[config.mk]
export PLATFORM = sky130hd
export DESIGN_NAME = motion_seg_sequencer
export DESIGN_NICKNAME = d
export VERILOG_FILES = /design/src/rtl/motion_seg_sequencer.sv
export SDC_FILE = /design/constraint.sdc
export NUM_CORES = 1
export LEC_CHECK = 0
export ABC_CLOCK_PERIOD_IN_PS = 14310
export BUFFER_PORTS_ARGS = -buffer_cell sky130_fd_sc_hd__buf_2
export CORE_MARGIN = 1.5
export CORE_UTILIZATION = 57
export CTS_BUF_LIST = sky130_fd_sc_hd__clkbuf_8
export CTS_CLUSTER_SIZE = 30
export DETAILED_ROUTE_END_ITERATION = 7
export PLACE_DENSITY_LB_ADDON = 0.25
export SLEW_MARGIN = 0
export SYNTH_ARGS = -nofsm -noshare
export SYNTH_HDL_FRONTEND = slang
export SYNTH_SLANG_ARGS = --single-unit
[constraint.sdc]
create_clock -name clk -period 14.31 [get_ports clk]
set_input_delay 1.431 -clock clk [delete_from_list [all_inputs] [get_ports clk]]
set_output_delay 1.431 -clock clk [all_outputs]
set_load 0.03 [all_outputs]
[src/rtl/motion_seg_sequencer.sv]
// Segment queue and sequencer feeding the asg/apg pair. Queued segments are
// issued back-to-back on asg_done without host involvement.
module motion_seg_sequencer #(
  parameter int DEPTH_LOG2 = 3,
  parameter int DATA_W     = 32
) (
  input  logic                  clk,
  input  logic                  reset,
  input  logic                  wr_stb,
  input  logic [DATA_W-1:0]     wr_steps,
  input  logic [DATA_W-1:0]     wr_dt,
  input  logic [DATA_W-1:0]     wr_a,
  input  logic [DATA_W-1:0]     wr_j,
  input  logic                  start,
  input  logic                  abort,
  input  logic                  clear_errors,
  input  logic                  asg_done,
  input  logic                  asg_abort,
  output logic [DATA_W-1:0]     steps_val,
  output logic [DATA_W-1:0]     dt_val,
  output logic [DATA_W-1:0]     a_val,
  output logic [DATA_W-1:0]     j_val,
  output logic                  load,
  output logic [5:0]            ctl,
  output logic                  busy,
  output logic [DEPTH_LOG2:0]   count,
  output logic                  full,
  output logic                  empty,
  output logic                  overflow,
  output logic                  complete,
  output logic                  aborted
);

  localparam int DEPTH = 1 << DEPTH_LOG2;
  localparam logic [DEPTH_LOG2:0]   CNT_ONE  = {{DEPTH_LOG2{1'b0}}, 1'b1};
  localparam logic [DEPTH_LOG2:0]   CNT_FULL = {1'b1, {DEPTH_LOG2{1'b0}}};
  localparam logic [DEPTH_LOG2-1:0] PTR_ONE  = {{(DEPTH_LOG2-1){1'b0}}, 1'b1};

  typedef enum logic [1:0] {IDLE, ISSUE, RUN} state_t;

  state_t                state_q, state_d;
  logic [DATA_W-1:0]     stepsMem [DEPTH];
  logic [DATA_W-1:0]     dtMem    [DEPTH];
  logic [DATA_W-1:0]     aMem     [DEPTH];
  logic [DATA_W-1:0]     jMem     [DEPTH];
  logic [DEPTH_LOG2-1:0] wrPtr_q, rdPtr_q;
  logic [DEPTH_LOG2:0]   count_q, count_d;
  logic                  full_q, empty_q, overflow_q, overflow_d;
  logic [DATA_W-1:0]     stepsVal_q, dtVal_q, aVal_q, jVal_q;
  logic                  load_q, busy_q, complete_q, aborted_q;
  logic [5:0]            ctl_q;

  logic flush, push, pop, bypass, loadValues, completeSet, abortedSet;

  // A host abort flushes from any state; asg_abort only matters while sequencing.
  assign flush  = (state_q == IDLE) ? abort : (abort | asg_abort);
  assign push   = wr_stb & ~full_q & ~flush;
  assign pop    = (state_q == ISSUE) & ~flush;
  assign bypass = empty_q & push;

  always_comb begin
    state_d     = state_q;
    loadValues  = 1'b0;
    completeSet = 1'b0;
    abortedSet  = 1'b0;
    case (state_q)
      IDLE: begin
        if (!flush && start && !empty_q) begin
          state_d    = ISSUE;
          loadValues = 1'b1;
        end
      end
      ISSUE: begin
        if (flush) begin
          state_d    = IDLE;
          abortedSet = 1'b1;
        end else begin
          state_d = RUN;
        end
      end
      RUN: begin
        if (flush) begin
          state_d    = IDLE;
          abortedSet = 1'b1;
        end else if (asg_done) begin
          if (!empty_q || push) begin
            state_d    = ISSUE;
            loadValues = 1'b1;
          end else begin
            state_d     = IDLE;
            completeSet = 1'b1;
          end
        end
      end
      default: state_d = IDLE;
    endcase
  end

  always_comb begin
    count_d = count_q;
    if (flush)
      count_d = '0;
    else if (push && !pop)
      count_d = count_q + CNT_ONE;
    else if (!push && pop)
      count_d = count_q - CNT_ONE;
  end

  // An overflowing write outranks a coincident clear.
  always_comb begin
    overflow_d = overflow_q;
    if (clear_errors)
      overflow_d = 1'b0;
    if (wr_stb && full_q)
      overflow_d = 1'b1;
  end

  always_ff @(posedge clk) begin
    if (push) begin
      stepsMem[wrPtr_q] <= wr_steps;
      dtMem[wrPtr_q]    <= wr_dt;
      aMem[wrPtr_q]     <= wr_a;
      jMem[wrPtr_q]     <= wr_j;
    end
  end

  always_ff @(posedge clk) begin
    if (reset) begin
      state_q    <= IDLE;
      wrPtr_q    <= '0;
      rdPtr_q    <= '0;
      count_q    <= '0;
      full_q     <= 1'b0;
      empty_q    <= 1'b1;
      overflow_q <= 1'b0;
      stepsVal_q <= '0;
      dtVal_q    <= '0;
      aVal_q     <= '0;
      jVal_q     <= '0;
      load_q     <= 1'b0;
      ctl_q      <= '0;
      busy_q     <= 1'b0;
      complete_q <= 1'b0;
      aborted_q  <= 1'b0;
    end else begin
      state_q    <= state_d;
      count_q    <= count_d;
      full_q     <= (count_d == CNT_FULL);
      empty_q    <= (count_d == '0);
      overflow_q <= overflow_d;
      if (flush) begin
        wrPtr_q <= '0;
        rdPtr_q <= '0;
      end else begin
        if (push) wrPtr_q <= wrPtr_q + PTR_ONE;
        if (pop)  rdPtr_q <= rdPtr_q + PTR_ONE;
      end
      // A segment written while the queue is empty is forwarded straight to the buses.
      if (loadValues) begin
        stepsVal_q <= bypass ? wr_steps : stepsMem[rdPtr_q];
        dtVal_q    <= bypass ? wr_dt    : dtMem[rdPtr_q];
        aVal_q     <= bypass ? wr_a     : aMem[rdPtr_q];
        jVal_q     <= bypass ? wr_j     : jMem[rdPtr_q];
      end
      load_q     <= (state_q == ISSUE);
      ctl_q      <= (state_q == ISSUE) ? 6'h3F : 6'h00;
      busy_q     <= (state_d != IDLE);
      complete_q <= completeSet;
      aborted_q  <= abortedSet;
    end
  end

  assign steps_val = stepsVal_q;
  assign dt_val    = dtVal_q;
  assign a_val     = aVal_q;
  assign j_val     = jVal_q;
  assign load      = load_q;
  assign ctl       = ctl_q;
  assign busy      = busy_q;
  assign count     = count_q;
  assign full      = full_q;
  assign empty     = empty_q;
  assign overflow  = overflow_q;
  assign complete  = complete_q;
  assign aborted   = aborted_q;

endmodule
After elaboration in Yosys (flattened, before gate mapping)
Memory sizes are Yosys's and may differ from the RTL's. A register that Yosys moved wholly into a read port is not among the register bits.
Cells that the tools add are included.
W data, S select, Z words.
- flip-flop bits (word level): 153
- memory bits (writable): 1024
- output and inout bits: 145
- logic and storage cells: 89
- memories: 4
- add/sub/neg operators: 4
- equality and inequality tests: 3
- mux-type cells: 34
- bitwise logic cells: 10
- reductions and logical operators: 18
- memories (memory ; words ; width ; read ports ; clocked after Yosys merged registers in ; wr ports ; RTL line ; RTL):
    aMem ; 8 ; 32 ; 1 ; 1 ; 1 ; 44 ; logic [DATA_W-1:0] aMem [DEPTH];
    dtMem ; 8 ; 32 ; 1 ; 1 ; 1 ; 43 ; logic [DATA_W-1:0] dtMem [DEPTH];
    jMem ; 8 ; 32 ; 1 ; 1 ; 1 ; 45 ; logic [DATA_W-1:0] jMem [DEPTH];
    stepsMem ; 8 ; 32 ; 1 ; 1 ; 1 ; 42 ; logic [DATA_W-1:0] stepsMem [DEPTH];
- operator list (cell ; number):
    $mux W32 ; 4
    $mux W3 ; 8
    $mux W1 ; 12
    $mux W4 ; 3
    $mux W2 ; 4
    $add A3 B1 Y3 const B ; 2
    $mux W6 ; 1
    $pmux W2 S3 ; 1
    $reduce_or A2 Y1 ; 3
    $logic_and A1 B1 Y1 ; 5
    $not A1 Y1 ; 5
    $add A4 B1 Y4 const B ; 1
    $and A1 B1 Y1 ; 4
    $eq A4 B4 Y1 const B ; 1
    $logic_not A1 Y1 ; 4
    $logic_not A4 Y1 ; 1
    $reduce_bool A2 Y1 ; 2
    $reduce_or A4 Y1 ; 1
    $sub A4 B1 Y4 const B ; 1
    $eq A2 B1 Y1 const B ; 1
    $eq A2 B2 Y1 const B ; 1
    $logic_not A2 Y1 ; 1
    $pmux W1 S2 ; 1
    $logic_or A1 B1 Y1 ; 1
    $or A1 B1 Y1 ; 1

Depth between registers and ports, before layout
- word-level depth: 10
- depth in mapped cells: 9
- mapped depth without buffers: 7

Worst setup path after synthesis
OpenSTA, ideal clock, no wires.
- kind: input to register
- from: input wr_stb
- to: memory aMem[1][0], enable pin
- setup time: 0.772 ns
- arrival time: 10.488 ns
- required time: 13.538 ns
- slack: 3.050 ns
- stages: 4
- cell sequence: nor2b_1 -> buf_2 -> nand3_1 -> nor3_1
- cells in the longest elaborated chain, start to end: 4
- RTL lines (item ; RTL line ; RTL):
    start: declaration ; 9 ; input logic wr_stb,
    $and A1 B1 Y1 (2 in a row) ; 57 ; assign push = wr_stb & ~full_q & ~flush;
    $mux W1 ; 119 ; if (push) begin
    $mux W1 (not written as such) ; 122 ; aMem[wrPtr_q] <= wr_a;
    end: declaration ; 44 ;
Every way passes these cells.

Final worst setup path
- from: input wr_stb
- to: register jVal_q[6] (netlist: j_val[6])
- cells in the longest elaborated chain, start to end: 7
- RTL lines (item ; RTL line ; RTL):
    $and A1 B1 Y1 (*) (2 in a row) ; 57 ;
    $logic_or A1 B1 Y1 ; 86 ; if (!empty_q || push) begin
    $mux W1 ; 86 ;
    $mux W1 ; 85 ; end else if (asg_done) begin
    $mux W1 ; 82 ; if (flush) begin
    $pmux W1 S2 ; 66 ; case (state_q)
    end signal: assignment ; 163 ; jVal_q <= bypass ? wr_j : jMem[rdPtr_q];
    end: declaration ; 49 ; logic [DATA_W-1:0] stepsVal_q, dtVal_q, aVal_q, jVal_q;
Mark *: on every way between the ends. The rest lies on a longest branch, timed or not.
A chain may end at the register's enable or synchronous reset.

==> summary.md <==
| Metric | Value |
|---|---|
| Root Driver | clkbuf_8 |
| Status | completed |
| Fraction of layout cells with a size suffix above 1 | 37.7% |
| Worst r2r src | state_q[1] |
| Synth Instances | 2318 |
| First-pass GRT wire length | approximately 150 mm |
| Unrepaired setup endpoints after global routing | no |
| DRT iter0 DRCs | 2072 |
| Number of port buffers | 280 |
| Bufs on Longest Clock Path | 3 |
| Max_cap viols | 0 |
| CTS buffer count | 180 |
| Fin nets | 2810 |
| Top cells by area, synth | edfxtp_1 (67%), mux4_2 (12%), dfxtp_1 (6.5%) |
| Detail-routed via count per cell | around 6 |
| Antenna viol nets, final | 0 |
| Area Overhead vs Synth | 12.3% |
| Synth top area share | 66.6% |
| Pre-antenna DRT Iters | 5 |
| Hold EP | j_val[4] |
| Final setup viols | 0 |
| Fin crit share | about 28% |
| Initial antenna violation count | 24 |
| R2R depth | 9 |
| WS Path Type | input pin to flip-flop |
| Global route total overflow | 0 |
| Number of global-route vias before repair | 24593 |
| Clock slew at reported path FFs | 0.06 ns |
| Via count | 23361 |
| Skew-Pair Late Insertion Delay | between 0.8 and 0.9 ns |
| Starting Density | 57.5% |
| Fmax | 253 MHz |
| Synth unique cells | 43 |
| Reg2reg end | dt_val[2] |
| Largest net degree at the start of global routing | 126 |
| Dominant synthesized flop cell | edfxtp_1 |
| Core area | 80300 sq um |
| Post-CTS setup buffer count | 0 |
| CP startpoint kind | input pin |
| CP arrival | between 4 and 5 ns |
| Fin. Hold Viols | 0 |
| CTS tree | done |
| Final WL | 99.7 mm |
| Design Power | 6.75 mW |
| Setup slack, reg-to-reg | 10.47 ns |
| Hold Path Class | flip-flop to flip-flop |
| Post-route setup slack | 10.36 ns |
| Number of fill cells | 5426 |
| Hold path start | j_val[4] |
| Cts repair resizes | 0 |
| Seq/Total Area, Yosys | 73.1% |
| FFs w/ async S/R, synth | 0% |
| Synth Cell Area | 46200 sq um |
| Worst clock skew | 0.0391 ns |
| PwrDens | roughly 130 nW/um^2 |
| Detail Placement HPWL | between 50 and 60 mm |
| WL/cell | ~26 um |
| EDFF count, synth | 1024 |
| Post-layout min period | 3.95 ns |
| Post-synthesis net count | 2462 |
| CP required | 14.94 ns |
| CP max FO | 125 |
| Final Slew Violations | 0 |
| Largest area contributor in the netlist | edfxtp_1 |
| # DRC | 0 |
| Final setup TNS | 0 ns |
| Maximum vdd drop | 90.0 uV |
| H-Tree Depth | 4 |
| Worst Hold Path Cells | 2 |
| I/O pin cnt | 281 |
| LEAKAGE | 16.8 nW |
| Max_slew headroom | 24.1% |
| Synth warnings | 0 |
| Slew at the pin closest to its max-slew limit | 1.14 ns |
| GRT Util Overall | 24.7% |
| Die H | 288 um |
| Die span in x | 288 um |
| CTS Hold Bufs | 0 |
| Post-Syn Area per Cell | 19.9 sq um |
| GP Congestion | 0.763 |
| DP Worst Slack | roughly 9.5 ns |
| CTS sink count | 1174 |
| CP Capture Type | flip-flop |
| Full die area | 82700 sq um |
| FP Rows | roughly 100 |
| Yosys reg bits | about 1200 |
cell usage in the layout, fill, tap and decap left out, types with 3 or more instances in the layout:
cell / n
buf_2: 279
nor2_4: 6
inv_8: 5
nor2_1: 13
clkbuf_8: 199
edfxtp_1: 1024
a21oi_1: 28
dfxtp_1: 147
nand3_1: 3
a211oi_1: 3
o211ai_1: 4
mux2i_1: 129
o211ai_2: 124
ha_1: 8
a21oi_2: 102
clkinv_2: 26
diode_2: 10
inv_1: 73
buf_12: 5
nor3_1: 4
buf_4: 34
nand2b_1: 5
bufinv_16: 10
clkinv_8: 3
mux4_2: 256
clkinv_1: 21
xor2_1: 3
dfxtp_4: 3
nand2_1: 265
nor2b_1: 3
xnor2_1: 5
cell families after synthesis:
logic type               synth area share (%)
buffers and inverters                    2.60
AO/OA/AOI/OAI                            5.92
multiplexers                             15.3
adder cells (fa/ha/maj)                 0.260
flip-flops                               73.1
XOR/XNOR                                0.152
AND/OR/NAND/NOR                          2.65
per-layer routing:
layer	vias up	global-route usage (%)	wire length, um
li1	10070	-	-
met1	12222	34.3	40800
met2	892	39.1	48700
met3	161	5.72	7980
met4	16	7.63	2150
met5	-	0	103
per-stage QoR:
stage	utilization [%]	instances	instance area, sq um	hold WS [ns]
after floorplan	-	2318	46200	0.485
after global placement	60.0	3544	48200	0.442
after detailed placement	60.0	3544	48200	0.446
after CTS	64.5	3879	51800	0.455
after global routing	64.5	3888	51800	0.475
final	64.6	3889	51800	0.453
power breakdown:
group	internal (mW)	leakage [nW]	switching, mW
Clock	1.47	2.12	1.28
Combinational	0.0690	4.25	0.170
Sequential	3.75	10.5	0.0133
Total	5.29	16.8	1.46
worst max path at each step:
stage,startpoint,end,slack (ns),depth (start not counted)
6_report,wr_stb,j_val[6],10.36,7
5_1_grt,wr_stb,steps_val[17],10.23,8
4_1_cts,wr_stb,jMem[2][18],10.38,6
3_5_place_dp,wr_stb,jMem[2][13],9.52,6
3_3_place_gp,wr_stb,jMem[2][13],9.60,6
2_1_floorplan,wr_stb,aMem[1][0],3.05,4
worst max-delay path: stages:
cell      delay [ns]
buf_2           0.13
nor2b_1         0.50
nand4_1         0.85
buf_4           0.71
buf_12          0.36
o211ai_1        0.30
a21oi_1         0.09
synth_stat cells (all sizes together) (2+ instances only):
cell type,count
a211oi,3
a21oi,131
a31oi,2
buf,129
clkbuf,24
dfxtp,150
edfxtp,1024
ha,8
inv,7
maj3,2
mux2i,129
mux4,256
nand2,265
nand2b,5
nand3,3
nor2,19
nor2b,3
nor3,6
nor3b,2
o211ai,128
o21ai,2
xnor2,5
xor2,3
layout make-up:
cell class	count	area (sq um)	area share, %
inverter	7	26.3	0.0507
timing repair buffer	319	1760	3.40
antenna	10	25.0	0.0483
clock buffer	199	2740	5.28
multi-input combinational	984	11300	21.8
clock inverter	136	898	1.73
sequential	1174	33800	65.1
tap	1060	1330	2.56
flip-flops by register name, summed over array words and instances (netlist names), 4 cells and up, named ones only:
name	count
jMem	256
stepsMem	256
steps_val	32
a_val	32
dt_val	32
count	4
dtMem	256
j_val	32
aMem	256
(Power assumes the default switching activity.)
